===== src/rtl/uart_tx_arbiter.sv =====
// Packet-locked round-robin arbiter that shares one uart_tx byte transmitter between NUM_REQ requesters.
// Latency: 1-cycle arbitration in IDLE, then zero-latency pass-through. Backpressure: req_ready mirrors tx_ready for the grantee.
// Optional grantee-stall timeout with timeout_evt pulse: define UART_TX_ARBITER_TIMEOUT_EN.
module uart_tx_arbiter #(
  parameter int NUM_REQ = 2,
  parameter int MAX_PKT = 256,
  parameter int IDW     = 3
`ifdef UART_TX_ARBITER_TIMEOUT_EN
  , parameter int TIMEOUT = 1024
`endif
) (
  input  logic                 clk,
  input  logic                 reset_,
  input  logic [NUM_REQ-1:0]   req,
  input  logic [8*NUM_REQ-1:0] req_data,
  input  logic [NUM_REQ-1:0]   req_last,
  output logic [NUM_REQ-1:0]   req_ready,
  output logic                 tx_req,
  input  logic                 tx_ready,
  output logic [7:0]           tx_data,
  output logic                 busy,
  output logic [IDW-1:0]       grant_id
`ifdef UART_TX_ARBITER_TIMEOUT_EN
  , output logic               timeout_evt
`endif
);

  localparam int CW = $clog2(MAX_PKT) + 1;

  typedef enum logic {IDLE, BUSY} state_t;

  state_t         state_q, state_d;
  logic [IDW-1:0] gid_q, gid_d;
  logic [IDW-1:0] last_q, last_d;
  logic [CW-1:0]  cnt_q, cnt_d;

  logic           any_req;
  logic [IDW-1:0] pick;
  logic           g_req;
  logic           g_last;
  logic [7:0]     g_dat;
  logic           xfer;
  logic           pkt_done;
  logic           release_grant;

  // Searching from farthest to nearest lets the nearest set index after last_q win.
  always_comb begin
    pick    = '0;
    any_req = |req;
    for (int k = NUM_REQ; k >= 1; k--) begin
      if (req[(int'(last_q) + k) % NUM_REQ]) begin
        pick = IDW'((int'(last_q) + k) % NUM_REQ);
      end
    end
  end

  assign g_req    = req[gid_q];
  assign g_last   = req_last[gid_q];
  assign g_dat    = req_data[{gid_q, 3'b000} +: 8];
  assign xfer     = (state_q == BUSY) && g_req && tx_ready;
  assign pkt_done = xfer && (g_last || (cnt_q == CW'(MAX_PKT - 1)));

`ifdef UART_TX_ARBITER_TIMEOUT_EN
  localparam int TW = $clog2(TIMEOUT + 1);

  logic [TW-1:0] idle_q, idle_d;
  logic          evt_q;
  logic          to_hit;

  assign to_hit        = (state_q == BUSY) && !g_req && (idle_q == TW'(TIMEOUT - 1));
  assign release_grant = pkt_done || to_hit;
  assign timeout_evt   = evt_q;

  always_comb begin
    idle_d = idle_q;
    if (state_q == IDLE) begin
      idle_d = '0;
    end else if (release_grant || xfer) begin
      idle_d = '0;
    end else if (!g_req) begin
      idle_d = idle_q + 1'b1;
    end
  end

  always_ff @(posedge clk or negedge reset_) begin
    if (!reset_) begin
      idle_q <= '0;
      evt_q  <= 1'b0;
    end else begin
      idle_q <= idle_d;
      evt_q  <= to_hit;
    end
  end
`else
  assign release_grant = pkt_done;
`endif

  always_comb begin
    state_d = state_q;
    gid_d   = gid_q;
    last_d  = last_q;
    cnt_d   = cnt_q;
    case (state_q)
      IDLE: begin
        if (any_req) begin
          gid_d   = pick;
          cnt_d   = '0;
          state_d = BUSY;
        end
      end
      BUSY: begin
        if (xfer) begin
          cnt_d = cnt_q + 1'b1;
        end
        // grant_id deliberately keeps its value after release.
        if (release_grant) begin
          last_d  = gid_q;
          cnt_d   = '0;
          state_d = IDLE;
        end
      end
      default: state_d = IDLE;
    endcase
  end

  always_comb begin
    tx_req    = 1'b0;
    tx_data   = 8'h00;
    req_ready = '0;
    if (state_q == BUSY) begin
      tx_req           = g_req;
      tx_data          = g_dat;
      req_ready[gid_q] = tx_ready;
    end
  end

  assign busy     = (state_q == BUSY);
  assign grant_id = gid_q;

  always_ff @(posedge clk or negedge reset_) begin
    if (!reset_) begin
      state_q <= IDLE;
      gid_q   <= '0;
      last_q  <= IDW'(NUM_REQ - 1);
      cnt_q   <= '0;
    end else begin
      state_q <= state_d;
      gid_q   <= gid_d;
      last_q  <= last_d;
      cnt_q   <= cnt_d;
    end
  end

endmodule


===== config.mk =====
export PLATFORM = sky130hd
export DESIGN_NAME = uart_tx_arbiter
export DESIGN_NICKNAME = d
export VERILOG_FILES = /design/src/rtl/uart_tx_arbiter.sv
export SDC_FILE = /design/constraint.sdc
export NUM_CORES = 1
export LEC_CHECK = 0
export CAP_MARGIN = 30
export CORE_MARGIN = 2
export CORE_UTILIZATION = 37
export DETAILED_ROUTE_END_ITERATION = 10
export HOLD_SLACK_MARGIN = 0.03
export PLACE_DENSITY_LB_ADDON = 0.25
export SLEW_MARGIN = 20
export SYNTH_ARGS = -nofsm -noshare
export SYNTH_HDL_FRONTEND = slang
export SYNTH_SLANG_ARGS = --single-unit

===== constraint.sdc =====
create_clock -name clk -period 1.6 [get_ports clk]
set_input_delay 0.24 -clock clk [delete_from_list [all_inputs] [get_ports clk]]
set_output_delay 0.24 -clock clk [all_outputs]
set_load 0.1 [all_outputs]

======== Word-level counts from Yosys, hierarchy flattened ========
Index checks and enable logic that the tools add are counted.
word-level totals
  flip-flop bits (word level) ............. 14
  input port bits ......................... 23
  output and inout port bits .............. 15
  logic and storage cells ................. 52
operators by class
  add/subtract/negate cells ............... 3
  order comparisons ....................... 4
  equal/unequal tests ..................... 3
  shift-type cells ........................ 1
  multiplexer cells ....................... 24
  bitwise gates (word level) .............. 4
  reduce and logical (&&, ||, !) cells .... 9
operator list
  cell                 number
  $mux 9               3
  $pmux 9 s2           1
  $shiftx 16x7->8      1
  $mux 1               14
  $add 9x1->9 const B  1
  $eq 9x8->1 const B   1
  $mux 8               1
  $lt 2x3->1 const B   2
  $mux 3               2
  $reduce_and 2->1     3
  $logic_and 1x1->1    4
  $ge 3x1->1 const B   1
  $lt 3x2->1 const B   1
  $ne 3x1->1 const B   1
  $add 1x1->1 const B  2
  $and 1x1->1 const A  2
  $and 2x2->2          1
  $mux 2               1
  $ne 2x2->1 const B   1
  $pmux 1 s2           1
  $reduce_or 2->1      1
  $demux 1 s1          1
  $logic_or 1x1->1     1
  $not 1->1            1

======== Depth between registers and ports, before layout ========
Gate-level depths: netlist (run 1).
  depth in word-level cells ............... 7
  depth in mapped cells ................... 8
  mapped depth without buffers ............ 8

======== Least setup slack after synthesis (run 1) ========
OpenSTA, ideal clock, no wires.
  path kind ............................... flip-flop to output port
  from .................................... register gid_q[0] (netlist: grant_id[0])
  to ...................................... output tx_data[0]
  arrival time ............................ 2.856 ns
  data required time ...................... 1.360 ns
  path slack .............................. -1.496 ns
  cell stages (with the launch flop) ...... 5
  path buffers ............................ 2
  cell sequence ........................... dfrtp_1 > buf_2 > buf_2 > mux2i_1 > nor2_1
on the way
  word-level cells in the longest chain between the ends .. 2
RTL lines
  element                 line  source
  from (decl)             33    logic [IDW-1:0] gid_q, gid_d;
  from (signal assigned)  148   gid_q <= gid_d;
  $shiftx 16x7->8         59    assign g_dat = req_data[{gid_q, 3'b000} +: 8];
  $mux 8                  130   if (state_q == BUSY) begin
  to (decl)               20    output logic [7:0] tx_data,
Every way passes these cells.

======== Worst setup path after layout (run 1) ========
  from .................................... register cnt_q[0]
  to ...................................... register last_q[0]
on the way
  word-level cells in the longest chain between the ends .. 4
RTL lines
  element                     line  source
  from (decl)                 35    logic [CW-1:0] cnt_q, cnt_d;
  from (signal assigned)      150   cnt_q <= cnt_d;
  $eq 9x8->1                  61    assign pkt_done = xfer && (g_last || (cnt_q == CW'(MAX_PKT - 1)));
  $logic_or 1x1->1            61
  $logic_and 1x1->1           61
  $reduce_and 2->1 (no line)  --
  to (signal assigned)        144   last_q <= IDW'(NUM_REQ - 1);
  to (signal assigned)        149   last_q <= last_d;
  to (decl)                   34    logic [IDW-1:0] last_q, last_d;
Every way passes these cells.
A chain may end at the register's enable or synchronous reset.

==> impl_metrics.yaml, run 1 <==
flow_run:
  maxCapViolCount: 0
clock_tree:
  cts_buffers: 3
  clockBufferDepth: 2
  cts_max_level: 1
  cts-root-buf: "clkbuf_4"
  insertion_delay_ps: 290
  clk_pin_slew_worst_paths_ps: 90
  cts.sinks: 12
  cts_tree: "built"
synth:
  ys_seq_area_share_pct: 34.0
  syn_area_per_cell_um2: 8.44
  netlist_top_cells_area: "dfrtp_1, mux2i_1, nor2_1"
  synth-adder-area-share_pct: 2.82
  synth_cell_types: 34
  synthFlopType: "dfrtp_1"
  synth_edf_count: 0
  synthXorXnorAreaFrac_pct: 0
  netlist.top_cell.by_area: "dfrtp_1"
  synth_compound_area_share_pct: 20.3
  async_flop_share_pct: 100
  synthMuxAreaShare_pct: 9.04
  syn_inst: 105
  netlist_area_um2: 886
  yosys_register_bits: 12
  netlist.area_leader.share_pct: 31.1
  yosys.area_share.simple_pct: 26.3
  synth_top_family_by_area: "simple AND/OR/NAND/NOR gates"
  yosys_warnings: 0
pwr:
  swShare_pct: 52.9
  p_total_mw: 3.83
  vdd_drop_max_mv: 2.22
  intPower_mw: 1.80
  p_seq_share_pct: 12.0
  pwr_density_cell_nw_per_um2: 1910
  power_switching_mw: 2.03
  p_leak_nw: 0.829
  combPwrFrac_pct: 81.2
  p_clk_share_pct: 6.8
cells_and_area:
  num-fill-cells: 81
  design_area_um2: 2010
  areaGrowthSynthToFinish_pct: 126
  drive_gt1_share_pct: 60.6
  final_common_cell: "buf_4"
  num-nets-final: 201
  final_cell_mix: "buf_4, clkdlybuf4s50_1, buf_12"
  antenna_cells: 0
worst_setup_path:
  cp_slowest_cell: "dfrtp_1"
  path_cells: "ha_2, nand2_2, nor2_4, ha_4, a211o_1, buf_4, a41o_1, nor2_1"
  path_class: "reg -> reg"
  cp-end-kind: "register"
  rr_startpoint: "cnt_q[0]"
  cpPeakStageDelay_ps: 400
  cp_data_arrival_time_ps: 2050
  crit_path_start_kind: "register"
  critPathMaxFanout: 3
  r2r_slack_ps: -230
  reg2regPathDepth: 8
  cp.required_ps: 1810
  reg2reg_to: "last_q[0]"
drt:
  via_count: 1226
  via_per_inst: 6.04
  route.detailed.drc: 0
  drt-initial-drc-count: 51
  postRouteAntennaNets: 0
  drt_pass1_iterations: 4
  avgRoutedWirePerCell_um: 22.9
  wl_um: 4650
floorplan:
  die_x_um: 52.9
  die_area_um2: 2800
  initial_core_util_pct: 39.7
  core_region_area_um2: 2230
  io_pins: 38
  die_y_um: 52.9
  rows: 17
global_route:
  met2_usage_pct: 54.6
  use_met1_pct: 34.5
  gr-total-overflow: 0
  grt_util_met3_pct: 7.63
  grt_max_degree: 13
  antenna_found_initial: 0
  grt_use_total_pct: 30.4
  grt_pass1_wl_um: 6000
  busiest_layer: "met2"
  grt_pass1_vias: 1227
sta:
  final.period_utilization_pct: 115
  relSlewSlack_pct: 57.8
  fin_setup_tns_ps: -2550
  fmax_mhz: 546
  grt_setup_unrepaired: "yes"
  tightest_slew_ps: 631
  setup_viol: 22
  finalHoldViolCount: 0
  slew_viol_final: 0
  period_minus_slack_ps: 1830
  whs_ps: 335
  finalClockSkew_ps: 2.68
  worst_slack_ps: -232
min_path:
  hold_path.class: "in -> async"
placed_design:
  place_area_um2: 1630
  routabilityCongestion: 0.807
  dp_hpwl_um: 2190
  numPortBuffers: 35
status:
  failed_checks: "negative setup slack"
  status: "finished, violations left"
power by group through the flow:
| stage | Sequential [mW] | Clock (mW) | Combinational (mW) |
|---|---|---|---|
| 4_1_cts | 0.452 | 0.253 | 2.87 |
| 3_5_place_dp | 0.466 | 0 | 2.50 |
| 5_1_grt | 0.462 | 0.273 | 3.19 |
| 2_1_floorplan | 0.579 | 0 | 1.53 |
| 3_3_place_gp | 0.461 | 0 | 2.47 |
| 6_report | 0.460 | 0.261 | 3.11 |
stage by stage:
stage / setup WS [ps] / std cells / util [%]
final: -232 / 203 / 89.8
after global routing: -230 / 203 / 89.8
after CTS: -130 / 198 / 85.8
after detailed placement: -400 / 185 / 73.1
after global placement: -314 / 185 / 73.1
after floorplan: -321 / 106 / -
registers in the layout, summed over array words and instances (netlist names):
register  flops
grant_id      1
busy          1
cnt_q         9
last_q        1
repair_timing:
action,CTS,global route
cloned,1,0
setup endpoints to repair,21,22
gates resized for setup,43,11
pin swaps,17,5
hold buffers,0,0
setup buffers,8,5
logic make-up (layout without fill, tap and decap cells):
group / Yosys count / count (layout)
muxes: 8 / 8
and+or+nand+nor: 42 / 42
AOI/OAI and AO/OA: 28 / 28
adders and majority gates: 2 / 2
other: 1 / 2
buffers and inverters: 12 / 81
DFF: 12 / 12
worst max-delay path by stage:
| stage | start | to | depth (start not counted) |
|---|---|---|---|
| 3_5_place_dp | req[0] | cnt_q[6] | 5 |
| 5_1_grt | cnt_q[5] | last_q[0] | 8 |
| 2_1_floorplan | busy | cnt_q[4] | 5 |
| 3_3_place_gp | req[0] | cnt_q[4] | 5 |
| 6_report | cnt_q[0] | last_q[0] | 8 |
| 4_1_cts | cnt_q[3] | cnt_q[1] | 7 |
cell type report:
type / instances / area (um^2) / share of cell area [%]
flip-flops and latches: 12 / 309 / 15.4
repair buffers: 72 / 828 / 41.3
clock buffers: 4 / 36.3 / 1.81
inverters: 5 / 21.3 / 1.06
well taps: 28 / 35.0 / 1.75
multi-input cells: 82 / 776 / 38.7
cells in the mapped netlist, types with 2 or more instances:
master,instances
buf_2,2
or2_2,2
or2b_1,2
nor2_1,15
nand2_1,5
or4_1,5
nor2b_1,2
o21ai_0,4
mux2i_1,8
o31ai_1,5
ha_1,2
dfrtp_1,11
nor3b_1,2
buf_4,2
or3_1,2
o2bb2ai_1,2
a21oi_1,11
inv_1,5
clkbuf_1,2
nand2b_1,2
worst max-delay path, delay by kind of cell (launching register included):
kind | cells | cell delay, ps
and+or+nand+nor | 3 | 310
buffers and inverters | 1 | 150
AOI/OAI and AO/OA | 2 | 510
adders and majority gates | 2 | 380
DFF | 1 | 400
layer usage:
metal | share of wire, % | routed length (um)
met2 | 51 | 2370
met1 | 37 | 1730
met5 | 0 | 0
met4 | 5.2 | 240
met3 | 6.5 | 303
Power figures use the tool's default switching activity.
==> run 2, diff against run 1 <==
--- a/constraint.sdc
+++ b/constraint.sdc
@@ -3,2 +3,2 @@
 set_output_delay 0.24 -clock clk [all_outputs]
-set_load 0.1 [all_outputs]
+set_load 0.005 [all_outputs]
==> impl_metrics.yaml, run 2 (synthesis results as in run 1) <==
status:
  status: "finished, violations left"
  failed_checks: "negative setup slack"
clock_tree:
  insertion_delay_ps: 270
  cts_tree: "built"
  cts_hold_buf: 0
  cts.sinks: 12
  clockBufferDepth: 2
  cts_max_level: 1
  cts-root-buf: "clkbuf_4"
  clk_pin_slew_worst_paths_ps: 80
  cts_buffers: 3
drt:
  wl_um: 2850
  wl_met3_um: 124
  route.detailed.drc: 0
  highest_layer: "met4"
  avgRoutedWirePerCell_um: 14.3
  wl_met2_um: 1520
  drt-initial-drc-count: 12
  via_per_inst: 5.14
  wl_met1_um: 1200
  postRouteAntennaNets: 0
  via_count: 1022
  drt_pass1_iterations: 4
pwr:
  intPower_mw: 1.23
  p_leak_nw: 0.747
  p_clk_share_pct: 12.7
  pwr_density_cell_nw_per_um2: 1190
  swShare_pct: 36.6
  combPwrFrac_pct: 65.8
  p_seq_share_pct: 21.5
  power_switching_mw: 0.710
  vdd_drop_max_mv: 1.01
cells_and_area:
  final_cells: 199
  antenna_cells: 0
  num-fill-cells: 173
  design_area_um2: 1640
  drive_gt1_share_pct: 45.6
  largest_reg_flops: 9
  regMostFlops: "cnt_q"
  areaGrowthSynthToFinish_pct: 85.0
  final_common_cell: "buf_4"
  num-nets-final: 197
  final_cell_mix: "buf_4, clkdlybuf4s50_1, nor2_1"
sta:
  final.period_utilization_pct: 106
  finalClockSkew_ps: 0.241
  fmax_mhz: 591
  setup_viol: 10
  slew_viol_final: 0
  tightest_slew_ps: 589
  period_minus_slack_ps: 1690
  relSlewSlack_pct: 60.6
  worst_slack_ps: -91.9
  finalHoldViolCount: 0
  whs_ps: 332
  fin_setup_tns_ps: -725
  grt_setup_unrepaired: "yes"
worst_setup_path:
  path_cells: "ha_2, buf_4, or3b_4, or4_4, a21oi_2"
  cp_num_buf_inv: 1
  crit_path_start_kind: "register"
  cp.required_ps: 1810
  cp.depth: 5
  critPathMaxFanout: 4
  cp_data_arrival_time_ps: 1900
  cp-end-kind: "register"
  cpPeakStageDelay_ps: 430
  reg2regPathDepth: 5
  cp_slowest_cell: "or4_4"
  path_delay_family: "simple AND/OR/NAND/NOR gates"
  path_class: "reg -> reg"
floorplan:
  core_region_area_um2: 2230
  die_x_um: 52.9
  rows: 17
  initial_core_util_pct: 39.7
  die_y_um: 52.9
  io_pins: 38
  die_area_um2: 2800
global_route:
  grt_pass1_vias: 1069
  antenna_found_initial: 0
  grt_max_degree: 15
  gr-total-overflow: 0
  grt_use_total_pct: 22.5
  grt_pass1_wl_um: 4630
placed_design:
  post-place-ws_ps: -319
  placed_cells: 187
  place_area_um2: 1440
  numPortBuffers: 35
  dp_hpwl_um: 1910
  routabilityCongestion: 0.787
flow_run:
  maxCapViolCount: 0
min_path:
  hold_path.class: "in -> async"
run 2: worst register-to-register path, delay by kind of cell (launching register included):
| kind | cells | cell delay (ps) |
|---|---|---|
| flip-flops | 1 | 370 |
| AND/OR/NAND/NOR | 2 | 820 |
| AO/OA/AOI/OAI | 1 | 130 |
| buffers and inverters | 1 | 100 |
| adder cells (fa/ha/maj) | 1 | 210 |
run 2: power by group through the flow:
stage | logic [mW] | registers, mW | clock network, mW
5_1_grt | 1.39 | 0.423 | 0.265
4_1_cts | 1.17 | 0.414 | 0.252
6_report | 1.28 | 0.417 | 0.247
3_5_place_dp | 1.10 | 0.436 | 0
3_3_place_gp | 1.08 | 0.434 | 0
2_1_floorplan | 0.516 | 0.419 | 0
run 2: through the flow:
stage          util [%]  total power [mW]
2_1_floorplan         -             0.936
5_1_grt            73.4              2.08
3_3_place_gp       64.6              1.52
3_5_place_dp       64.6              1.54
6_report           73.4              1.94
4_1_cts            69.2              1.83
run 2: layer usage:
| layer | vias to the layer above | track usage [%] |
|---|---|---|
| li1 | 510 | - |
| met1 | 472 | 27.1 |
| met2 | 36 | 41.5 |
| met3 | 4 | 5.65 |
| met4 | 0 | 2.14 |
| met5 | - | 0 |
run 2: path summary, 6_finish.rpt:
kind,startpoint,end,slack (ps)
min in group clk,cnt_q[8],cnt_q[8],510
worst max register to register,cnt_q[0],cnt_q[6],-90
max in group asynchronous,reset_,grant_id[0],850
worst min-delay path,reset_,cnt_q[2],330
worst min register to register,cnt_q[8],cnt_q[8],510
worst max-delay path,cnt_q[0],cnt_q[6],-90
run 2: area by class of cell:
cell class / count / area, um^2 / share of cell area, %
Inverter: 5 / 18.8 / 1.15
Tap cell: 28 / 35.0 / 2.14
Timing Repair Buffer: 68 / 582 / 35.5
Clock buffer: 4 / 36.3 / 2.21
Multi-Input combinational cell: 82 / 664 / 40.5
Sequential cell: 12 / 303 / 18.5
run 2: repair_timing:
item	4_1_cts	5_1_grt
gates cloned	0	1
pin swaps	6	7
endpoints found under the setup margin	23	17
gates resized for setup	48	24
buffers inserted	6	2
==> RTL edit 1 (config.mk and constraints of run 2) <==
One comparison of `cnt_q` changes from == to >=.
--- a/src/rtl/uart_tx_arbiter.sv
+++ b/src/rtl/uart_tx_arbiter.sv
@@ -60,3 +60,3 @@
   assign xfer     = (state_q == BUSY) && g_req && tx_ready;
-  assign pkt_done = xfer && (g_last || (cnt_q == CW'(MAX_PKT - 1)));
+  assign pkt_done = xfer && (g_last || (cnt_q >= CW'(MAX_PKT - 1)));
 
Function: same outputs for any inputs over 10 cycles, from zero or initial values and one cycle with reset_ low; that may be too few to reach the edited logic, so the function may still have changed.
==> RTL edit 1 against run 2 <==
- the flow still finishes with violations (setup timing)
- utilization fell by 0.97 points
- wire length increased by 8.8%
- power increased by 6.8%
- non-clock buffer count grew 5
- die area is 1.2% higher
- synthesized area rose by 1.3%
- sequential cell count did not move
- worst setup slack lost 0.22 ns
- first-iteration DRC count is 130% higher
- cell area decreased by 0.38%
==> RTL edit 1: results (changes against run 2) <==
| Metric | Value |
|---|---|
| Worst vdd ir | `0.000861 V (-15%)` |
| Final setup margin | `-0.315 ns (-0.223 ns)` |
| Netlist cell types | `36 (+5.9%)` |
| Routed len/inst | `15.7 um (+9.9%)` |
| Maximum clock path buffer count | `2 (unchanged)` |
| Cells after DPL | `182 (-2.7%)` |
| R2R Path End | `last_q[0]` |
| Pin count of the biggest net entering global routing | `13 (-2)` |
| Register area share after synthesis | `33.6% (-0.43 points)` |
| Final Setup Violations | `17 (+7)` |
| Number of global-route vias before repair | `1036 (-3.1%)` |
| Leak | `0.769 nW (+3.0%)` |
| Reg2reg setup slack | `-0.31 ns (-0.22 ns)` |
| Slew @ Worst Pin | `0.556 ns (-0.0322 ns)` |
| Worst reg2reg path startpoint | `cnt_q[1]` |
| Final GP Congestion | `0.814 (+3.5%)` |
| Detailed Route WL | `3100 um (+8.8%)` |
| HPWL Detailed | `2110 um (+11%)` |
| Fill cells | `168 (-2.9%)` |
| Crit path max fanout | `3 (-1)` |
| Slowest stage delay, CP | `0.39 ns (-0.04 ns)` |
| Status | `complete, but fails checks` |
| Initial drt markers | `27 (+15)` |
| Max reg flops | `9 (unchanged)` |
| Layout Skew | `0.00446 ns (+0.00421 ns)` |
| Drt via density | `5.39 (+5.0%)` |
| Failing checks | `setup timing` |
| Mean post-synth cell area | `9.34 um2 (+11%)` |
| R2R cell count | `8 (+3)` |
| Overall Global Routing Usage | `25.5% (+3.0 points)` |
| Slowest-stage cell, CP | `dfrtp_1` |
| Layout cell share with drive strength beyond 1 | `45.0% (-0.64 points)` |
| Top cells by count, synth | `nor2_1, dfrtp_1, mux2i_1, nand2_1, a22oi_1` |
| First-pass GRT wire length | `5100 um (+10%)` |
| Top cells by area, synth | `dfrtp_1, mux2i_1, nor2_1, a22oi_1, a311oi_4` |
-- RTL edit 1: changes by cell type after synthesis, moves of 3 or more --
| cell | delta |
|---|---|
| a21oi_1 | -9 |
| a22oi_1 | +5 |
| nand3_1 | +3 |
| nor2_1 | -3 |
-- RTL edit 1: routing by layer --
metal / wire length [um] / GRT usage, %
met5: 0 / 0
met4: 28 / 7.69
met3: 131 / 5.37
met2: 1600 / 44.0
met1: 1340 / 31.4
-- RTL edit 1: layout make-up --
class	count	area, um2	share of cell area [%]
Tap cell	28	35.0	2.15
Timing Repair Buffer	73	613	37.5
Inverter	4	15.0	0.920
Clock buffer	4	26.3	1.61
Sequential cell	12	303	18.5
Multi-Input combinational cell	76	641	39.2
-- RTL edit 1: what timing repair did --
action | 4_1_cts | 5_1_grt
cloned | 1 | 0
resized for setup | 52 | 18
buffers inserted | 9 | 6
setup endpoints to repair | 23 | 22
hold endpoints to repair | 0 | 0
pin swaps | 9 | 6
-- RTL edit 1: cells by family (layout without fill, tap and decap cells) --
group,Yosys count,after routing,share of synthesized area [%]
mux,12,12,14.1
other cells,1,2,0.418
simple gates,36,36,20.9
fa+ha+maj,2,2,2.79
flops,12,12,33.6
buf+inv,9,81,5.58
compound gates,24,24,22.6
-- RTL edit 1: worst reg2reg max path: stages (launching register included) --
cell and delay [ns]:
dfrtp_1 0.39, ha_2 0.20, nand2_2 0.07, nor2_2 0.05, ha_2 0.16, or2_4 0.23, a311oi_4 0.26, nand2b_4 0.20
mux2_4 0.29
-- RTL edit 1: power breakdown --
group          switching [mW]  total [mW]  internal (mW)  leakage, nW
Clock                   0.104       0.201         0.0968       0.0150
Combinational           0.618        1.42          0.801        0.600
Sequential             0.0621       0.453          0.391        0.154
Total                   0.784        2.07           1.29        0.769
-- RTL edit 1: worst min-delay path by stage --
stage                     to      from  cells after the start  slack [ns]
CTS                 cnt_q[7]    reset_                      1        0.33
global placement    cnt_q[0]  cnt_q[0]                      2        0.56
global route        cnt_q[7]    reset_                      1        0.35
floorplan               busy    reset_                      0       -0.06
detailed placement  cnt_q[0]  cnt_q[0]                      2        0.57
finish              cnt_q[7]    reset_                      1        0.31
-- RTL edit 1: per-stage QoR --
stage | cell area (um2) | worst slack, ns | hold slack (ns) | util (%) | setup TNS [ns]
3_3_place_gp | 1480 | -0.281 | 0.563 | 65.5 | -2.29
2_1_floorplan | 925 | -0.287 | -0.0556 | - | -1.17
3_5_place_dp | 1480 | -0.319 | 0.573 | 65.5 | -2.94
5_1_grt | 1630 | -0.391 | 0.355 | 72.4 | -4.30
6_report | 1630 | -0.315 | 0.314 | 72.4 | -3.03
4_1_cts | 1590 | -0.261 | 0.326 | 70.7 | -2.16
==> RTL edit 2 (flow settings as in run 2) <==
Without the edit above. The option `UART_TX_ARBITER_TIMEOUT_EN` is turned on by a define.
--- a/src/rtl/uart_tx_arbiter.sv
+++ b/src/rtl/uart_tx_arbiter.sv
@@ -3,2 +3,4 @@
 // Optional grantee-stall timeout with timeout_evt pulse: define UART_TX_ARBITER_TIMEOUT_EN.
+`define UART_TX_ARBITER_TIMEOUT_EN
+
 module uart_tx_arbiter #(
Check against the original RTL (old outputs only; new: timeout_evt): same outputs for any inputs over 10 cycles, from zero or initial values and one cycle with reset_ low; that may be too few to reach the edited logic, so the function may still have changed.
==> RTL edit 2 against run 2 <==
- the flow still finishes with violations (setup timing)
- power is 78% higher
- worst setup slack worse by 0.33 ns
- cell area is 57% higher
- final cell count is 53% higher
- synthesized area is 71% higher
- non-clock buffer count is 22 higher
- combinational power is 62% higher
- wire length is 62% higher
- sequential cell count is 12 higher
- critical endpoint is now cnt_q[4]
- largest power group unchanged
==> RTL edit 2: results (changes against run 2) <==
| Metric | Value |
|---|---|
| Clock-pin slew on the worst setup and hold paths | `0.10 ns (+0.02 ns)` |
| Top cells by count, synth | `dfrtp_1, nor2_1, nand2_1, a21oi_1, nand3_1` |
| R2R cell count | `11 (+6)` |
| Met3 usage in global routing | `3.78% (-1.9 points)` |
| Drt via density | `5.23 (+1.8%)` |
| Number of setup buffers added after CTS | `18 (+12)` |
| DP Area | `2160 um2 (+49%)` |
| Final Setup Violations | `19 (+9)` |
| Final setup margin | `-0.427 ns (-0.335 ns)` |
| Failing checks | `setup timing` |
| Status | `complete, but fails checks` |
| First-pass GRT wire length | `7270 um (+57%)` |
| Netlist cell types | `47 (+38%)` |
| Routed len/inst | `15.2 um (+6.3%)` |
| Leak | `1.14 nW (+53%)` |
| Hold slack | `0.326 ns (-0.00565 ns)` |
| Nets@finish | `281 (+43%)` |
| Clock root buffer master | `clkbuf_8` |
| Layout Skew | `0.0113 ns (+0.0111 ns)` |
| Fill cells | `310 (+79%)` |
| Overall Global Routing Usage | `20.8% (-1.7 points)` |
| Worst vdd ir | `0.000879 V (-13%)` |
| Cell family with most CP delay | `compound AO/OA/AOI/OAI gates` |
| Final GP Congestion | `0.850 (+8.1%)` |
| Register area share after synthesis | `39.7% (+5.6 points)` |
==> RTL edit 2: kinds of logic after synthesis <==
family	Yosys count	synth area share (%)
xor+xnor	4	2.31
mux	12	8.99
buf+inv	14	5.20
fa+ha+maj	3	2.48
compound gates	38	16.2
flops	24	39.7
other cells	1	0.247
simple gates	72	24.9
==> RTL edit 2: worst reg2reg max path, stage by stage, from the launching register on <==
cell and delay, ns:
dfrtp_1 0.41, ha_2 0.18, and3_4 0.18, nand3_2 0.06, nor2_1 0.05, ha_2 0.18
o211ai_1 0.18, o21ai_2 0.10, a21oi_2 0.20, buf_6 0.17, nand4b_1 0.10, a21oi_1 0.15
==> RTL edit 2: where the power goes <==
| part | leakage [nW] | switching (mW) | internal (mW) | total, mW |
|---|---|---|---|---|
| Combinational | 0.786 | 0.919 | 1.16 | 2.08 |
| Clock | 0.0357 | 0.207 | 0.335 | 0.542 |
| Sequential | 0.317 | 0.0993 | 0.727 | 0.826 |
==> RTL edit 2: per-stage QoR <==
stage	instances	worst slack (ns)	total power, mW
6_report	304	-0.427	3.45
2_1_floorplan	169	-0.296	1.61
4_1_cts	302	-0.428	3.36
5_1_grt	304	-0.540	3.69
3_3_place_gp	280	-0.354	2.26
3_5_place_dp	280	-0.421	2.30
==> RTL edit 2: per-layer routing <==
metal	vias up	share of wire, %
met5	-	0
met4	0	0.30
met3	2	3.3
met2	31	54
met1	788	43
li1	768	-
==> RTL edit 2: area by class of cell <==
type | instances | share of cell area (%)
Multi-Input combinational cell | 131 | 39.5
Timing Repair Buffer | 90 | 31.1
Sequential cell | 24 | 23.4
Tap cell | 50 | 2.43
Clock buffer | 3 | 1.60
Clock inverter | 1 | 1.17
Inverter | 5 | 0.826
